File: src/rtl/run_controller.sv
// Launch/monitor controller for a single-clock processor: pulses cpu_start, masks a stale
// halt for one guard cycle, then counts run cycles and strobes until halt or timeout.
module run_controller #(
    parameter int unsigned START_WIDTH    = 1,
    parameter logic [15:0] TIMEOUT_CYCLES = 16'd1000
) (
    input  logic        CLK,
    input  logic        reset,
    input  logic        run_req,
    input  logic        cpu_halt,
    input  logic        cpu_reg_write,
    input  logic        cpu_mem_write,
    input  logic        cpu_branch,
    input  logic [15:0] cpu_inst_count,
    output logic        cpu_start,
    output logic        busy,
    output logic        done,
    output logic        timed_out,
    output logic [15:0] cycle_count,
    output logic [15:0] reg_write_count,
    output logic [15:0] mem_write_count,
    output logic [15:0] branch_count,
    output logic [15:0] final_inst_count
);

    typedef enum logic [2:0] {
        S_IDLE,
        S_START,
        S_GUARD,
        S_RUN,
        S_DONE
    } state_t;

    localparam logic [3:0] START_LAST = 4'(START_WIDTH - 1);

    state_t      state_q, state_d;
    logic [3:0]  start_cnt_q, start_cnt_d;
    logic        cpu_start_q, cpu_start_d;
    logic        busy_q, busy_d;
    logic        done_q, done_d;
    logic        timed_out_q, timed_out_d;
    logic [15:0] cycle_count_q, cycle_count_d;
    logic [15:0] reg_write_count_q, reg_write_count_d;
    logic [15:0] mem_write_count_q, mem_write_count_d;
    logic [15:0] branch_count_q, branch_count_d;
    logic [15:0] final_inst_count_q, final_inst_count_d;
    logic        timeout_hit;

    function automatic logic [15:0] sat_inc(input logic [15:0] v);
        return (v == 16'hFFFF) ? v : v + 16'd1;
    endfunction

    // Widened so that TIMEOUT_CYCLES = 16'hFFFF is reachable without wrap.
    assign timeout_hit = ({1'b0, cycle_count_q} + 17'd1) == {1'b0, TIMEOUT_CYCLES};

    always_comb begin
        // NOTE: every signal gets a default before the case so no path leaves one unassigned,
        // which would otherwise infer a latch.
        state_d            = state_q;
        start_cnt_d        = start_cnt_q;
        timed_out_d        = timed_out_q;
        cycle_count_d      = cycle_count_q;
        reg_write_count_d  = reg_write_count_q;
        mem_write_count_d  = mem_write_count_q;
        branch_count_d     = branch_count_q;
        final_inst_count_d = final_inst_count_q;

        case (state_q)
            S_IDLE, S_DONE: begin
                if (run_req) begin
                    state_d            = S_START;
                    start_cnt_d        = 4'd0;
                    timed_out_d        = 1'b0;
                    cycle_count_d      = 16'd0;
                    reg_write_count_d  = 16'd0;
                    mem_write_count_d  = 16'd0;
                    branch_count_d     = 16'd0;
                    final_inst_count_d = 16'd0;
                end
            end
            S_START: begin
                if (start_cnt_q == START_LAST) begin
                    state_d     = S_GUARD;
                    start_cnt_d = 4'd0;
                end else begin
                    start_cnt_d = start_cnt_q + 4'd1;
                end
            end
            S_GUARD: begin
                state_d = S_RUN;
            end
            S_RUN: begin
                cycle_count_d = sat_inc(cycle_count_q);
                if (cpu_reg_write) reg_write_count_d = sat_inc(reg_write_count_q);
                if (cpu_mem_write) mem_write_count_d = sat_inc(mem_write_count_q);
                if (cpu_branch)    branch_count_d    = sat_inc(branch_count_q);
                // Halt is checked first so a halt on the timeout cycle is not reported as a timeout.
                if (cpu_halt) begin
                    state_d            = S_DONE;
                    timed_out_d        = 1'b0;
                    final_inst_count_d = cpu_inst_count;
                end else if (timeout_hit) begin
                    state_d            = S_DONE;
                    timed_out_d        = 1'b1;
                    final_inst_count_d = cpu_inst_count;
                end
            end
            default: begin
                state_d = S_IDLE;
            end
        endcase

        // Flag outputs are decoded from the next state so they leave the block registered.
        cpu_start_d = (state_d == S_START);
        busy_d      = (state_d == S_START) || (state_d == S_GUARD) || (state_d == S_RUN);
        done_d      = (state_d == S_DONE);
    end

    // NOTE: sequential state uses non-blocking assignments so every flop samples pre-edge values.
    always_ff @(posedge CLK) begin
        if (reset) begin
            state_q            <= S_IDLE;
            start_cnt_q        <= 4'd0;
            cpu_start_q        <= 1'b0;
            busy_q             <= 1'b0;
            done_q             <= 1'b0;
            timed_out_q        <= 1'b0;
            cycle_count_q      <= 16'd0;
            reg_write_count_q  <= 16'd0;
            mem_write_count_q  <= 16'd0;
            branch_count_q     <= 16'd0;
            final_inst_count_q <= 16'd0;
        end else begin
            state_q            <= state_d;
            start_cnt_q        <= start_cnt_d;
            cpu_start_q        <= cpu_start_d;
            busy_q             <= busy_d;
            done_q             <= done_d;
            timed_out_q        <= timed_out_d;
            cycle_count_q      <= cycle_count_d;
            reg_write_count_q  <= reg_write_count_d;
            mem_write_count_q  <= mem_write_count_d;
            branch_count_q     <= branch_count_d;
            final_inst_count_q <= final_inst_count_d;
        end
    end

    assign cpu_start        = cpu_start_q;
    assign busy             = busy_q;
    assign done             = done_q;
    assign timed_out        = timed_out_q;
    assign cycle_count      = cycle_count_q;
    assign reg_write_count  = reg_write_count_q;
    assign mem_write_count  = mem_write_count_q;
    assign branch_count     = branch_count_q;
    assign final_inst_count = final_inst_count_q;

endmodule

File: config.mk
export PLATFORM = sky130hd
export DESIGN_NAME = run_controller
export DESIGN_NICKNAME = d
export VERILOG_FILES = /design/src/rtl/run_controller.sv
export SDC_FILE = /design/constraint.sdc
export NUM_CORES = 1
export LEC_CHECK = 0
export CORE_MARGIN = 5
export CORE_UTILIZATION = 55
export CTS_BUF_LIST = sky130_fd_sc_hd__clkbuf_8 sky130_fd_sc_hd__clkbuf_16
export DETAILED_ROUTE_END_ITERATION = 8
export GPL_TIMING_DRIVEN = 0
export PLACE_DENSITY = 0.82
export SLEW_MARGIN = 5
export SYNTH_ARGS = -nofsm -noshare
export SYNTH_HDL_FRONTEND = slang
export SYNTH_SLANG_ARGS = --single-unit
File: constraint.sdc
create_clock -name CLK -period 6.05 [get_ports CLK]
set_clock_uncertainty 0.1 [all_clocks]
set_input_delay 1.5125 -clock CLK [delete_from_list [all_inputs] [get_ports CLK]]
set_output_delay 1.5125 -clock CLK [all_outputs]
set_load 0.005 [all_outputs]
== Word level (Yosys, flattened, before mapping) ==
Cells that the tools add are included.

* $add $sub $neg: 6
* Eq/ne operators: 22
* Multiplexer cells: 27
* Reduce and logical (&&, ||, !) cells: 13

{| class="wikitable"
|+ Operator list
! cell !! count
|-
| 2-to-1 mux 16 bit || 10
|-
| case mux 16 bit (2 select lines) || 5
|-
| adder 16 x 1 -> 16 bit (second input constant) || 4
|-
| equality test 16 bit (second input constant) || 4
|-
| adder 16 x 1 -> 17 bit (second input constant) || 1
|-
| equality test 17 x 10 -> 1 bit (second input constant) || 1
|-
| != test 2 bit (second input constant) || 8
|-
| equality test 3 x 2 -> 1 bit (second input constant) || 4
|-
| 2-to-1 mux 3 bit || 4
|-
| case mux 3 bit (4 select lines) || 1
|-
| AND reduction 4 bit || 3
|-
| 2-to-1 mux 4 bit || 2
|-
| case mux 4 bit (2 select lines) || 1
|-
| equality test 3 x 1 -> 1 bit (second input constant) || 2
|-
| equality test 3 bit (second input constant) || 2
|-
| AND reduction 3 bit || 2
|-
| adder 4 x 1 -> 4 bit (second input constant) || 1
|-
| zero test 4 bit || 1
|-
| nonzero test 2 bit || 2
|-
| zero test 3 bit || 1
|-
| 2-to-1 mux 1 bit || 3
|-
| != test 3 bit (second input constant) || 1
|-
| logical OR 1 bit || 2
|-
| case mux 1 bit (2 select lines) || 1
|-
| other kinds (2) || 2
|}

* Register bits: 91
* Input bits: 23
* Output and inout port bits: 84
* Logic and storage cells: 79

== Depth between registers and ports, before layout ==
Gate-level depths: netlist (run 1).

* Depth in word-level cells: 8
* Gate-level depth with buffers: 9
* Depth with buffers taken out: 8

== Worst setup path after synthesis (run 1) ==
Ideal clock, no wire load.

* Kind: input to register
* Start: in run_req
* End: reg branch_count_q[14], in the netlist branch_count[14]
* Setup time: 0.115 ns
* Data arrival time: 2.875 ns
* Required time: 5.835 ns
* Setup slack: 2.960 ns
* Stages on the path: 6
* Path through: nor3b_1 a21oi_1 a311oi_1 nand3_1 xnor2_1 and2_1

* Word-level cells in the longest chain between the ends: 2

{| class="wikitable"
|+ RTL lines
! what !! RTL line !! text
|-
| start: declaration || 9 || <nowiki>input logic run_req,</nowiki>
|-
| != test 2 bit (no source line) || n/a ||
|-
| AND reduction 4 bit (no source line) || n/a ||
|-
| end signal: assignment || 143 || <nowiki>branch_count_q <= branch_count_d;</nowiki>
|-
| end: declaration || 45 || <nowiki>logic [15:0] branch_count_q, branch_count_d;</nowiki>
|}

Every way passes these cells.
A chain may end at the register's enable or synchronous reset.

== Worst setup path in the final report (run 1) ==
Ends and elaborated chain as after synthesis.

==> results of run 1 <==
metal layers:
layer  global-route usage (%)  share of wire [%]  vias up
li1                         -                  -     2444
met1                     31.3                 43     2336
met2                     41.7                 48      230
met3                     5.12                7.3       28
met4                     9.50                1.9        0
met5                        0                  0        -
worst max path at each step:
stage                  endpoint  slack [ns]     from  cells after the start
5_1_grt        branch_count[14]        1.81  run_req                      7
3_5_place_dp   branch_count[14]        1.74  run_req                      7
3_3_place_gp   branch_count[14]        1.76  run_req                      7
6_report       branch_count[14]        2.03  run_req                      7
4_1_cts        branch_count[14]        2.11  run_req                      7
2_1_floorplan  branch_count[14]        2.96  run_req                      6
kinds of logic after synthesis:
group / Yosys count / synth area share, %
compound gates: 147 / 19.7
xor+xnor: 44 / 7.94
fa+ha+maj: 6 / 1.52
buf+inv: 48 / 3.90
flops: 91 / 36.8
mux: 2 / 0.405
simple gates: 275 / 29.7
layout by cell type, fill, tap and decap left out, types with 3 or more instances in the layout:
| cell | instances |
|---|---|
| clkdlybuf4s50_1 | 106 |
| dfxtp_1 | 91 |
| nor2_1 | 76 |
| nand2_1 | 50 |
| a21oi_1 | 43 |
| nand3_1 | 32 |
| clkbuf_1 | 31 |
| and3_1 | 27 |
| xor2_1 | 26 |
| o21ai_0 | 26 |
| nor2b_1 | 19 |
| a211oi_1 | 18 |
| xnor2_1 | 17 |
| nand4_1 | 13 |
| inv_1 | 10 |
| o211ai_1 | 10 |
| o21ai_2 | 10 |
| and4_1 | 9 |
| clkbuf_8 | 9 |
| a31oi_1 | 8 |
| or3_1 | 7 |
| nor3_1 | 7 |
| and2_1 | 6 |
| ha_1 | 6 |
| nor4b_1 | 5 |
| a2111oi_0 | 5 |
| a311oi_1 | 5 |
| buf_2 | 4 |
| o2111ai_1 | 4 |
| nor3b_1 | 3 |
| o31a_1 | 3 |
| nand3b_1 | 3 |
| and4b_1 | 3 |
layout make-up:
class / count / share of cell area, %
plain buffers: 38 / 2.44
clock buffers: 9 / 1.95
clock inverters: 7 / 1.57
inverters: 10 / 0.590
multi-input cells: 474 / 46.0
flip-flops and latches: 91 / 28.6
well taps: 108 / 2.12
repair buffers: 106 / 16.7
state kept, by name (all words and copies together), names as in the netlist:
register and flops:
state_q 3, reg_write_count 16, final_inst_count 16, done 1, mem_write_count 16, cpu_start 1
busy 1, cycle_count 16, timed_out 1, start_cnt_q 4, branch_count 16
through the flow:
| step | worst slack [ns] | hold WS, ns | utilization (%) |
|---|---|---|---|
| 2_1_floorplan | 2.96 | 0.352 | - |
| 3_3_place_gp | 1.76 | 0.359 | 70.1 |
| 3_5_place_dp | 1.74 | 0.368 | 70.1 |
| 4_1_cts | 2.11 | 0.383 | 72.6 |
| 5_1_grt | 1.81 | 0.392 | 72.6 |
| 6_report | 2.03 | 0.380 | 72.6 |
worst max-delay path: cells and delay by family:
kind / cells / cell delay [ns]
AO/OA/AOI/OAI: 2 / 0.82
XOR/XNOR: 1 / 0.15
AND/OR/NAND/NOR: 3 / 1.14
buffers and inverters: 1 / 0.57
power by group through the flow:
stage	registers (W)	logic, W	clock network [W]
5_1_grt	0.000634	0.000291	0.000501
4_1_cts	0.000631	0.000260	0.000472
2_1_floorplan	0.000643	0.000153	0
6_report	0.000632	0.000264	0.000469
3_5_place_dp	0.000645	0.000258	0
3_3_place_gp	0.000645	0.000254	0
==> metrics, run 1 <==
final setup fails 0; Post-CTS Hold Buffers 0; Design Power 0.00137 W; largest net degree at the start of global routing 17; clock sinks 91; unique cell type count in the Yosys netlist 58; Post-DP HPWL 9.90 mm; Worst slew margin 35.8%; share of cells above drive strength 1 5.44%; FP Rows 34; ranking of synthesized cells by area dfxtp_1 (37%), nor2_1 (5.8%), xor2_1 (4.6%); Hold Path Depth 2; Synth area leader dfxtp_1; Max Slew Vio Count 0; drt first-iter violations 352; nets@finish 759; drt first pass iters 5; final setup TNS 0 ns; Max Cap Viol 0; ys async rst share 0%; register area share after synthesis 36.8%; Critical Path Fanout Max 5; initial antenna violation count 0; worst vdd ir 0.140 mV; Placeable Area 0.00876 sq mm; worst reg2reg path endpoint final_inst_count[13]; worst reg2reg setup slack 2.83 ns; vias per inst 5.98; Yosys top cell area share 36.8%; Synth warnings 0; number of global-route vias before repair 4819; min Tclk post-route 4.02 ns; cell internal pwr 0.000937 W; Hold Path Sink final_inst_count[8]; Final ANT Viol Nets 0; critical path class primary input to flip-flop; Area Overhead vs Synth 28.7%; RR Startpoint cycle_count[0]; Syn Inst Count 613; Final Hold Viols 0; Routed wire per std cell 16.4 um; Initial Util 56.4%; Commonest cells post-synth dfxtp_1 (91), nor2_1 (76), nand2_1 (50), a21oi_1 (43), nand3_1 (32); via count 5038; slowest stage delay, CP 0.81 ns; clock slew at reported path FFs 0.10 ns; Syn Nets 642; Seq pwr share 46.3%; CTS tree yes; measured slew at the worst slew-check pin 0.961 ns; dpl cells 827; reg2reg path depth 8; Die Width 105 um; switch share 31.4%; Antenna Cells 0; PortBufs 106; DIE HEIGHT 105 um; CTS resizes 0; final cell count without fillers 843; number of synthesized flops with an enable pin 0; All-Layer GR Usage 24.9%; outcome finished clean; Post-Layout Inst Area 0.00637 sq mm; PwrDens 214 mW/mm^2; Longest Clk Path Bufs 2; HP Start final_inst_count[8]; global-route wire length before repair 23.2 mm; DP Area 0.00614 sq mm; Multi-input gate area 0.00293 sq mm; Crit path arrival time 4.20 ns; CTS buffer count 9; mean area per synthesized cell 8.07 sq um; CP endpoint kind flip-flop; Switch Pwr 0.000428 W; setup bufs post-CTS 0; Mapped Area 0.00495 sq mm; Yosys reg bits 91; cell breakdown of the critical path clkdlybuf4s50_1 > nor3b_1 > a21oi_1 > a311oi_1 > nand3_1 > xnor2_1 > and2_1; RSZ-0062 raised after global routing no; Root Driver clkbuf_8; gpl congestion 0.884; top-level port count 107; Clock Power Share 34.4%; final wirelength 13.8 mm; die area 0.0110 sq mm; leakage power 2.14 nW; worst path required time 6.23 ns; Max Clk Rate 249 MHz; H-tree lvl count 3; crit share post-route 66.4%; Reg area 0.00182 sq mm; Hold WC Path Type flip-flop to flip-flop; DRC 0; later-pin clock latency in the skew report 0.37 ns; GRT overflow 0; top_reg_cell synth dfxtp_1; top-count cell post-synth dfxtp_1; fillers 712; Worst setup SP type primary input; Logic pwr share 19.3%; Critical Path Slowest Stage Cell nor3b_1
(Power assumes the default switching activity.)
==> inputs of run 2 (changes only) <==
CORE_UTILIZATION = 51   (was 55)
PLACE_DENSITY = 0.76   (was 0.82)
clock period = 3.8 ns   (was 6.05 ns; I/O delays follow)
==> metrics, run 2 (synthesis gave the netlist of run 1 again) <==
Crit path depth 7 (unchanged); min Tclk post-route 3.33 ns; Critical Path Slowest Stage Cell nor3b_1; final setup fails 0 (unchanged); Longest Clk Path Bufs 2 (unchanged); CP endpoint kind flip-flop; Critical Path Sink branch_count[14]; Final Hold Viols 0 (unchanged); fillers 852 (+20%); Routed wire per std cell 15.7 um (-4.2%); global-route wire length before repair 22.4 mm (-3.6%); Logic pwr share 20.3% (+1.0 points); crit path from run_req; Worst slew margin 44.7% (+8.9 points); clock sinks 91 (unchanged); worst reg2reg path endpoint final_inst_count[7]; slowest stage delay, CP 0.71 ns (-0.10 ns); CTS buffer count 9 (unchanged); CTS resizes 0 (unchanged); Post-CTS Hold Buffers 0 (unchanged); crit share post-route 87.6%; measured slew at the worst slew-check pin 0.828 ns (-0.133 ns); die area 0.0118 sq mm (+7.1%); Die Width 108 um (+3.5%); H-tree lvl count 3 (unchanged); worst vdd ir 0.178 mV (+27%); PortBufs 106 (unchanged); reg2reg path depth 8 (unchanged); Hold Path Depth 2 (unchanged); drt first pass iters 5 (unchanged); Switch Pwr 0.000676 W (+58%); nets@finish 759 (unchanged); number of global-route vias before repair 4734 (-1.8%); Seq pwr share 49.1% (+2.8 points); worst reg2reg setup slack 0.59 ns (-2.24 ns); Max Cap Viol 0 (unchanged); Post-DP HPWL 9.90 mm (about the same); Crit path arrival time 3.51 ns (-0.69 ns); outcome finished clean; PwrDens 323 mW/mm^2 (+50%); Worst setup SP type primary input; critical path class primary input to flip-flop; share of cells above drive strength 1 5.44% (unchanged); cell breakdown of the critical path clkdlybuf4s50_1 > nor3b_1 > a21oi_1 > a311oi_1 > nand3_1 > xnor2_1 > and2_1; setup bufs post-CTS 0 (unchanged); RR Startpoint cycle_count[0]; Clock Power Share 30.6% (-3.8 points); Final ANT Viol Nets 0 (unchanged); switch share 32.9% (+1.6 points); Antenna Cells 0 (unchanged); Critical Path Fanout Max 5 (unchanged); WP buf/inv 1 (unchanged); All-Layer GR Usage 23.4% (-1.5 points); CTS tree yes; dpl cells 852 (+3.0%); worst path required time 3.98 ns (-2.25 ns); final setup TNS 0 ns (unchanged); Max Clk Rate 300 MHz; top-level port count 107 (unchanged); final wirelength 13.6 mm (-1.4%); most common cell after layout, fill and taps aside clkdlybuf4s50_1; final cell count without fillers 868 (+3.0%); later-pin clock latency in the skew report 0.37 ns (about the same); Root Driver clkbuf_8; gpl congestion 0.871 (-1.5%); Max Slew Vio Count 0 (unchanged); cell internal pwr 0.00138 W (+47%); Initial Util 51.6% (-4.9 points); leakage power 2.10 nW (-1.5%); GRT overflow 0 (unchanged); drt first-iter violations 322 (-8.5%); FP Rows 36 (+5.9%); Hold WC Path Type flip-flop to flip-flop; initial antenna violation count 0 (unchanged); RSZ-0062 raised after global routing no; clock slew at reported path FFs 0.10 ns (about the same); cell family with most CP delay simple AND/OR/NAND/NOR gates; via count 5005 (-0.66%); vias per inst 5.77 (-3.5%); DIE HEIGHT 108 um (+3.5%); Area Overhead vs Synth 28.6%; largest net degree at the start of global routing 17 (unchanged); Placeable Area 0.00959 sq mm (+9.5%); most frequent cells in the layout clkdlybuf4s50_1 (106), dfxtp_1 (91), nor2_1 (76); DRC 0 (unchanged); Final Util 66.3% (-6.4 points)
run 2: cell type report:
| class | instances | area, sq um | share of cell area [%] |
|---|---|---|---|
| clock inverter | 6 | 47.5 | 0.748 |
| multi-input combinational | 474 | 2930 | 46.1 |
| inverter | 10 | 37.5 | 0.590 |
| tap | 133 | 166 | 2.62 |
| sequential | 91 | 1820 | 28.7 |
| timing repair buffer | 106 | 1060 | 16.7 |
| clock buffer | 10 | 138 | 2.16 |
| buffer | 38 | 155 | 2.44 |
run 2: stage by stage:
step           hold WS, ns  total power (W)  worst slack, ns  instance area, sq um
2_1_floorplan        0.352          0.00127             1.18                  4950
3_3_place_gp         0.361          0.00143           0.0862                  6170
3_5_place_dp         0.361          0.00144           0.0803                  6170
4_1_cts              0.377          0.00206            0.480                  6360
5_1_grt              0.397          0.00214            0.347                  6360
6_report             0.375          0.00205            0.470                  6360
run 2: worst min path at each step:
stage / start / endpoint / slack [ns]
3_5_place_dp: final_inst_count[9] / final_inst_count[9] / 0.36
2_1_floorplan: start_cnt_q[3] / start_cnt_q[3] / 0.35
3_3_place_gp: final_inst_count[4] / final_inst_count[4] / 0.36
6_report: final_inst_count[0] / final_inst_count[0] / 0.37
4_1_cts: final_inst_count[9] / final_inst_count[9] / 0.38
5_1_grt: final_inst_count[12] / final_inst_count[12] / 0.40
run 2: power by group through the flow:
stage / clock network (W) / logic (W) / registers [W]
2_1_floorplan: 0 / 0.000243 / 0.00102
3_3_place_gp: 0 / 0.000404 / 0.00103
3_5_place_dp: 0 / 0.000409 / 0.00103
4_1_cts: 0.000639 / 0.000412 / 0.00101
5_1_grt: 0.000672 / 0.000458 / 0.00101
6_report: 0.000628 / 0.000416 / 0.00101
run 2: worst reg2reg max path, cell delays in order, from the launching register on:
cell     delay (ns)
dfxtp_1        0.46
ha_1           0.29
nand3_2        0.14
nor4b_1        0.59
xor2_1         0.21
nor4_4         0.54
nor4b_4        0.47
buf_6          0.24
o21ai_2        0.08
run 2: routing by layer:
| metal | GRT usage, % | share of wire [%] |
|---|---|---|
| met5 | 0 | 0 |
| met3 | 3.76 | 6.0 |
| met2 | 39.2 | 47 |
| met4 | 8.30 | 1.4 |
| met1 | 30.3 | 45 |
